===== config.mk =====
export PLATFORM = sky130hd
export DESIGN_NAME = bus_arbiter16_flat
export DESIGN_NICKNAME = d
export VERILOG_FILES = /design/src/rtl/bus_arbiter16_if.sv /design/src/rtl/bus_arbiter16.sv /design/src/flat_wrapper.sv
export SDC_FILE = /design/constraint.sdc
export NUM_CORES = 1
export LEC_CHECK = 0
export BUFFER_PORTS_ARGS = -buffer_cell sky130_fd_sc_hd__buf_2
export CAP_MARGIN = 30
export CELL_PAD_IN_SITES_DETAIL_PLACEMENT = 1
export CELL_PAD_IN_SITES_GLOBAL_PLACEMENT = 2
export CORE_AREA = 8 8 106 108
export CTS_BUF_LIST = sky130_fd_sc_hd__clkbuf_8
export DETAILED_ROUTE_END_ITERATION = 16
export DIE_AREA = 0 0 114 116
export PLACE_DENSITY = 0.83
export SYNTH_ARGS = -nofsm -noshare
export SYNTH_HDL_FRONTEND = slang
export SYNTH_SLANG_ARGS = --single-unit

===== constraint.sdc =====
create_clock -name clk -period 12.5 [get_ports clk]
set_clock_uncertainty 0.2 [all_clocks]
set_input_delay 2.5 -clock clk [delete_from_list [all_inputs] [get_ports clk]]
set_output_delay 2.5 -clock clk [all_outputs]
set_load 0.01 [all_outputs]

===== src/rtl/bus_arbiter16_if.sv =====
// Purpose : shared-bus request/grant bundle between the requesting units and bus_arbiter16.
// Latency : n/a (signal bundle only).
// Backpr. : req is a level held until the requester is served; done releases the bus.
//
// Signals:
//   req[15:0]        requests, one per unit (level)
//   done             current owner releases the bus
//   grant[15:0]      registered one-hot grant, zero when idle
//   grant_index[3:0] encoded grant, 0 when idle
//   grant_valid      grant is non-zero
//   timeout          one-cycle pulse on a forced release
interface bus_arbiter16_if;
   logic [15:0] req;
   logic        done;
   logic [15:0] grant;
   logic [3:0]  grant_index;
   logic        grant_valid;
   logic        timeout;

   // requester side
   modport master (
      output req, done,
      input  grant, grant_index, grant_valid, timeout
   );

   // arbiter side
   modport slave (
      input  req, done,
      output grant, grant_index, grant_valid, timeout
   );
endinterface


===== src/rtl/bus_arbiter16.sv =====
// Purpose : 16-way round-robin bus arbiter with registered one-hot grant and encoded index.
// Latency : 1 cycle req->grant; one idle turnaround cycle between any two grants.
// Backpr. : owner keeps the bus until done or its req drops; other requests wait, never preempt.
//
// Ports:
//   clk        sole clock, rising edge
//   reset_n    synchronous active-low reset
//   bus        bus_arbiter16_if.slave (req, done in; grant, grant_index, grant_valid, timeout out)
// Parameters:
//   TIMEOUT_CYCLES  max GRANT cycles per owner when ARB_TIMEOUT_EN is defined (2..256)
// Build option:
//   ARB_TIMEOUT_EN  defined -> hold counter forces release and pulses timeout;
//                   undefined -> owner holds indefinitely, timeout tied 0.

// 16-to-4 one-hot encoder; an all-zero input encodes to 0.
module onehot_enc16 (
   input  logic [15:0] onehot,
   output logic [3:0]  index
);
   always_comb begin
      index = '0;
      for (int i = 0; i < 16; i++) begin
         if (onehot[i]) index = index | 4'(i);
      end
   end
endmodule

module bus_arbiter16 #(
   parameter int TIMEOUT_CYCLES = 15
) (
   input  logic           clk,
   input  logic           reset_n,
   bus_arbiter16_if.slave bus
);
   typedef enum logic {IDLE = 1'b0, GRANT = 1'b1} state_t;

   state_t      state, state_nxt;
   logic [15:0] grant_q, grant_nxt;
   logic [3:0]  last_owner, last_nxt;
   logic        timeout_q, timeout_nxt;
   logic [3:0]  winner, cand;
   logic        found;
   logic        release_c;
   logic        expired;
   logic [3:0]  enc_index;

   // Round-robin scan: start just above last_owner and wrap; the 16th
   // candidate is last_owner itself, so a lone requester wins again.
   always_comb begin
      winner = '0;
      found  = 1'b0;
      cand   = '0;
      for (int i = 1; i <= 16; i++) begin
         cand = last_owner + 4'(i);
         if (!found && bus.req[cand]) begin
            winner = cand;
            found  = 1'b1;
         end
      end
   end

   // During GRANT last_owner is the current owner.
   assign release_c = bus.done | ~bus.req[last_owner];

`ifdef ARB_TIMEOUT_EN
   localparam int CW = $clog2(TIMEOUT_CYCLES);
   logic [CW-1:0] hold_cnt;

   // Held at zero while idle, so the first GRANT cycle sees 0 and the
   // TIMEOUT_CYCLES-th GRANT cycle sees TIMEOUT_CYCLES-1.
   always_ff @(posedge clk) begin
      if (!reset_n)           hold_cnt <= '0;
      else if (state == IDLE) hold_cnt <= '0;
      else                    hold_cnt <= hold_cnt + CW'(1);
   end

   assign expired = (hold_cnt == CW'(TIMEOUT_CYCLES - 1));
`else
   logic unused_timeout_cfg;
   assign unused_timeout_cfg = (TIMEOUT_CYCLES != 0);
   assign expired = 1'b0;
`endif

   always_comb begin
      state_nxt   = state;
      grant_nxt   = grant_q;
      last_nxt    = last_owner;
      timeout_nxt = 1'b0;
      case (state)
         IDLE: begin
            if (found) begin
               grant_nxt = 16'(1) << winner;
               last_nxt  = winner;
               state_nxt = GRANT;
            end
         end
         GRANT: begin
            // A normal release wins over a forced one in the same cycle.
            if (release_c || expired) begin
               grant_nxt   = '0;
               state_nxt   = IDLE;
               timeout_nxt = expired & ~release_c;
            end
         end
         default: begin
            grant_nxt = '0;
            state_nxt = IDLE;
         end
      endcase
   end

   always_ff @(posedge clk) begin
      if (!reset_n) begin
         state      <= IDLE;
         grant_q    <= '0;
         last_owner <= 4'hF;
         timeout_q  <= 1'b0;
      end else begin
         state      <= state_nxt;
         grant_q    <= grant_nxt;
         last_owner <= last_nxt;
         timeout_q  <= timeout_nxt;
      end
   end

   onehot_enc16 u_enc (
      .onehot (grant_q),
      .index  (enc_index)
   );

   assign bus.grant       = grant_q;
   assign bus.grant_index = enc_index;
   assign bus.grant_valid = |grant_q;
   assign bus.timeout     = timeout_q;
endmodule

===== src/flat_wrapper.sv =====
// flat-port wrapper written by rule: the top's interface ports become plain ports
module bus_arbiter16_flat 
#(
   parameter int TIMEOUT_CYCLES = 15
)
  (clk, reset_n, bus_req, bus_done, bus_grant, bus_grant_index, bus_grant_valid, bus_timeout);
  bus_arbiter16_if bus_i ();
  input  logic clk;
  input  logic reset_n;
  input wire logic [$bits(bus_i.req)-1:0] bus_req;
  input wire logic [$bits(bus_i.done)-1:0] bus_done;
  output wire logic [$bits(bus_i.grant)-1:0] bus_grant;
  output wire logic [$bits(bus_i.grant_index)-1:0] bus_grant_index;
  output wire logic [$bits(bus_i.grant_valid)-1:0] bus_grant_valid;
  output wire logic [$bits(bus_i.timeout)-1:0] bus_timeout;
  assign bus_i.req = bus_req;
  assign bus_i.done = bus_done;
  assign bus_grant = bus_i.grant;
  assign bus_grant_index = bus_i.grant_index;
  assign bus_grant_valid = bus_i.grant_valid;
  assign bus_timeout = bus_i.timeout;
  bus_arbiter16 #(.TIMEOUT_CYCLES(TIMEOUT_CYCLES)) u_core (.clk(clk), .reset_n(reset_n), .bus(bus_i));
endmodule

==> impl_metrics.py <==
metrics = {
    "outcome": {
        "status": "finished clean",
    },
    "sta": {
        "worst_pin_slew_ps": 860,
        "fmax_ghz": 0.172,
        "period_share": 0.466,
        "slew_headroom": 0.426,
        "setup-tns-final_ps": 0,
        "maxSlewViolCount": 0,
        "period_minus_slack_ps": 5830,
        "hold_viol": 0,
        "setup_viol": 0,
        "rsz0062_at_grt": "false",
    },
    "worst_setup_path": {
        "worst_ep_arrival_time_ps": 5820,
        "start_kind": "input pin",
        "r2r-end": "u_core.bus.grant[13]",
        "cp_max_fo": 8,
        "ff2ff_setup_slack_ps": 7310,
        "crit_slowest_cell": "mux4_2",
        "path_delay_family": "multiplexers",
        "r2r_cells": 13,
        "crit_type": "in -> reg",
        "required_ps": 12500,
        "end_kind": "flop",
        "cp_slowest_stage_delay_ps": 560,
        "worstPathCellList": "buf_2, mux4_2, mux2i_1, mux2_2, nand3_1, nor4_4, nand2b_2, o21bai_1, a32oi_2, nor3_2, a22o_1",
        "r2r_start": "u_core.last_owner[1]",
        "critical_path_buf_inv_count": 1,
    },
    "finish": {
        "diodes": 0,
        "nNetsFinal": 425,
        "drive_gt1_frac": 0.290,
        "area_delta_synth_final_pct": 9.55,
    },
    "clock_network": {
        "clock_latency_ps": 250,
        "clock_sinks": 21,
        "cts-root-buf": "clkbuf_8",
        "cts_setup_buffers": 0,
        "clkTransAtPathRegs_ps": 70,
        "cts_made_buffers": 3,
        "tritoncts": "done",
        "cts_hold_buf": 0,
        "h-tree-depth": 1,
        "ctsResizeCount": 0,
        "cts_max_path_buffers": 2,
    },
    "synthesis": {
        "synth_area_um2": 3290,
        "synth_flop_cell": "dfxtp_1",
        "yosysWarnings": 0,
        "synth-seq-cells": 21,
        "async_flop_share": 0,
        "avgSynthCellArea_um2": 9.01,
        "synth_seq_area_share": 0.128,
        "synth.distinct_cells": 76,
        "syn-instance-count": 365,
        "synth-edff-count": 0,
        "synth_fp_nets": 392,
    },
    "worst_hold_path": {
        "min_path_cells": 1,
        "min_path_type": "reg -> reg",
        "hold_end": "u_core.bus.grant[6]",
        "min-delay-start": "u_core.bus.grant[6]",
    },
    "floorplanning": {
        "start_util": 0.344,
        "ios": 41,
        "dieArea_um2": 13200,
        "die_y_um": 116,
        "placementRows": 36,
        "coreArea_um2": 9550,
        "fp.dieW_um": 114,
    },
    "route": {
        "drt_iter0_markers": 196,
        "drc_errors": 0,
        "drt-total-wl_um": 11600,
        "via_per_inst": 6.23,
        "wl_per_cell_um": 21.9,
        "antenna_left": 0,
        "vias": 3301,
        "firstDrtPassIters": 5,
    },
    "global_route": {
        "antenna_found_initial": 0,
        "overflow": 0,
        "grt_pass1_vias": 3344,
        "grt_pass1_wl_um": 18900,
        "grt_usage": 0.178,
        "grt_max_degree": 25,
    },
    "run": {
        "maxCapViolCount": 0,
    },
    "place": {
        "gp_congestion": 0.917,
        "io_buffers": 39,
        "dp_hpwl_um": 9150,
    },
}
## cell usage in the layout, fill, tap and decap left out, types with 5 or more instances in the layout
cell type	synthesis	final
and3_1	5	5
nand2_1	30	30
a31oi_1	8	8
o21ai_0	18	18
mux4_2	19	19
nand3_1	15	15
a22o_1	12	12
a21oi_1	21	21
o211ai_1	6	6
ha_1	8	8
dfxtp_1	21	21
mux2i_1	25	25
inv_1	11	12
nor4_1	8	8
mux2_2	22	22
xnor2_1	7	7
buf_2	1	39
nor3_1	5	5
nor2_1	15	15
## logic make-up (layout without fill, tap and decap cells)
family | after synthesis | count (layout) | synth area share
fa+ha+maj | 8 | 8 | 0.0304
xor+xnor | 12 | 12 | 0.0365
buf+inv | 31 | 63 | 0.0556
flops | 21 | 21 | 0.128
other cells | 1 | 1 | 0.00114
compound gates | 114 | 114 | 0.246
simple gates | 105 | 105 | 0.180
mux | 73 | 73 | 0.323
## flip-flops by register name, indices dropped and copies added (netlist names)
signal	cells
u_core.bus.grant	16
u_core.last_owner	4
u_core.state	1
## Yosys cell counts (7+ instances only)
master	instances	area [um^2]
a21oi_1	21	105
a22o_1	12	105
a31oi_1	8	50.1
dfxtp_1	21	420
ha_1	8	100
inv_1	11	41.3
mux2_2	22	248
mux2i_1	25	250
mux4_2	19	428
nand2_1	30	113
nand3_1	15	75.1
nor2_1	15	56.3
nor4_1	8	50.1
o21ai_0	18	90.1
xnor2_1	7	61.3
## final cells by class
| cell class | instances | area [um^2] |
|---|---|---|
| Fill cell | 1172 | 5950 |
| Multi-Input combinational cell | 313 | 2690 |
| Sequential cell | 21 | 420 |
| Timing Repair Buffer | 43 | 225 |
| Tap cell | 133 | 166 |
| Inverter | 16 | 60.1 |
| Clock buffer | 3 | 41.3 |
| Clock inverter | 1 | 3.75 |
## layer usage
metal,global-route usage,part of all wire,vias up
met3,0.0354,0.060,24
met1,0.228,0.44,1641
met2,0.294,0.47,118
li1,-,-,1518
met4,0.0550,0.025,0
met5,0,0,-
## worst register-to-register path, stage by stage, from the launching register on
cell	delay, ps
dfxtp_1	310
buf_4	280
inv_1	330
ha_1	850
mux2_2	440
mux4_2	580
mux2i_4	260
nor3b_2	400
nand3_1	200
o211ai_1	330
o21bai_1	180
a32oi_2	170
nor3_2	420
a22o_1	190
## worst max-delay path by stage
stage	to	from	cells after the start	slack, ps
floorplan	u_core.bus.grant[14]	bus_req[2]	10	7090
global placement	u_core.bus.grant[12]	bus_req[7]	11	6500
detailed placement	u_core.bus.grant[13]	bus_req[7]	11	6440
CTS	u_core.bus.grant[13]	bus_req[7]	11	6700
global route	u_core.bus.grant[13]	bus_req[7]	11	6380
finish	u_core.bus.grant[13]	bus_req[7]	11	6670
## per-stage QoR
step / instances / hold WS [ps] / util / worst slack (ps) / cell area [um^2]
floorplan: 365 / 331 / - / 7090 / 3290
global placement: 526 / 284 / 0.373 / 6500 / 3560
detailed placement: 526 / 285 / 0.373 / 6440 / 3560
CTS: 530 / 302 / 0.377 / 6700 / 3600
global route: 530 / 334 / 0.377 / 6380 / 3600
finish: 530 / 298 / 0.377 / 6670 / 3600
Power is not shown: default switching activity piles up to over one toggle a cycle in this logic, so the estimate is an artifact.
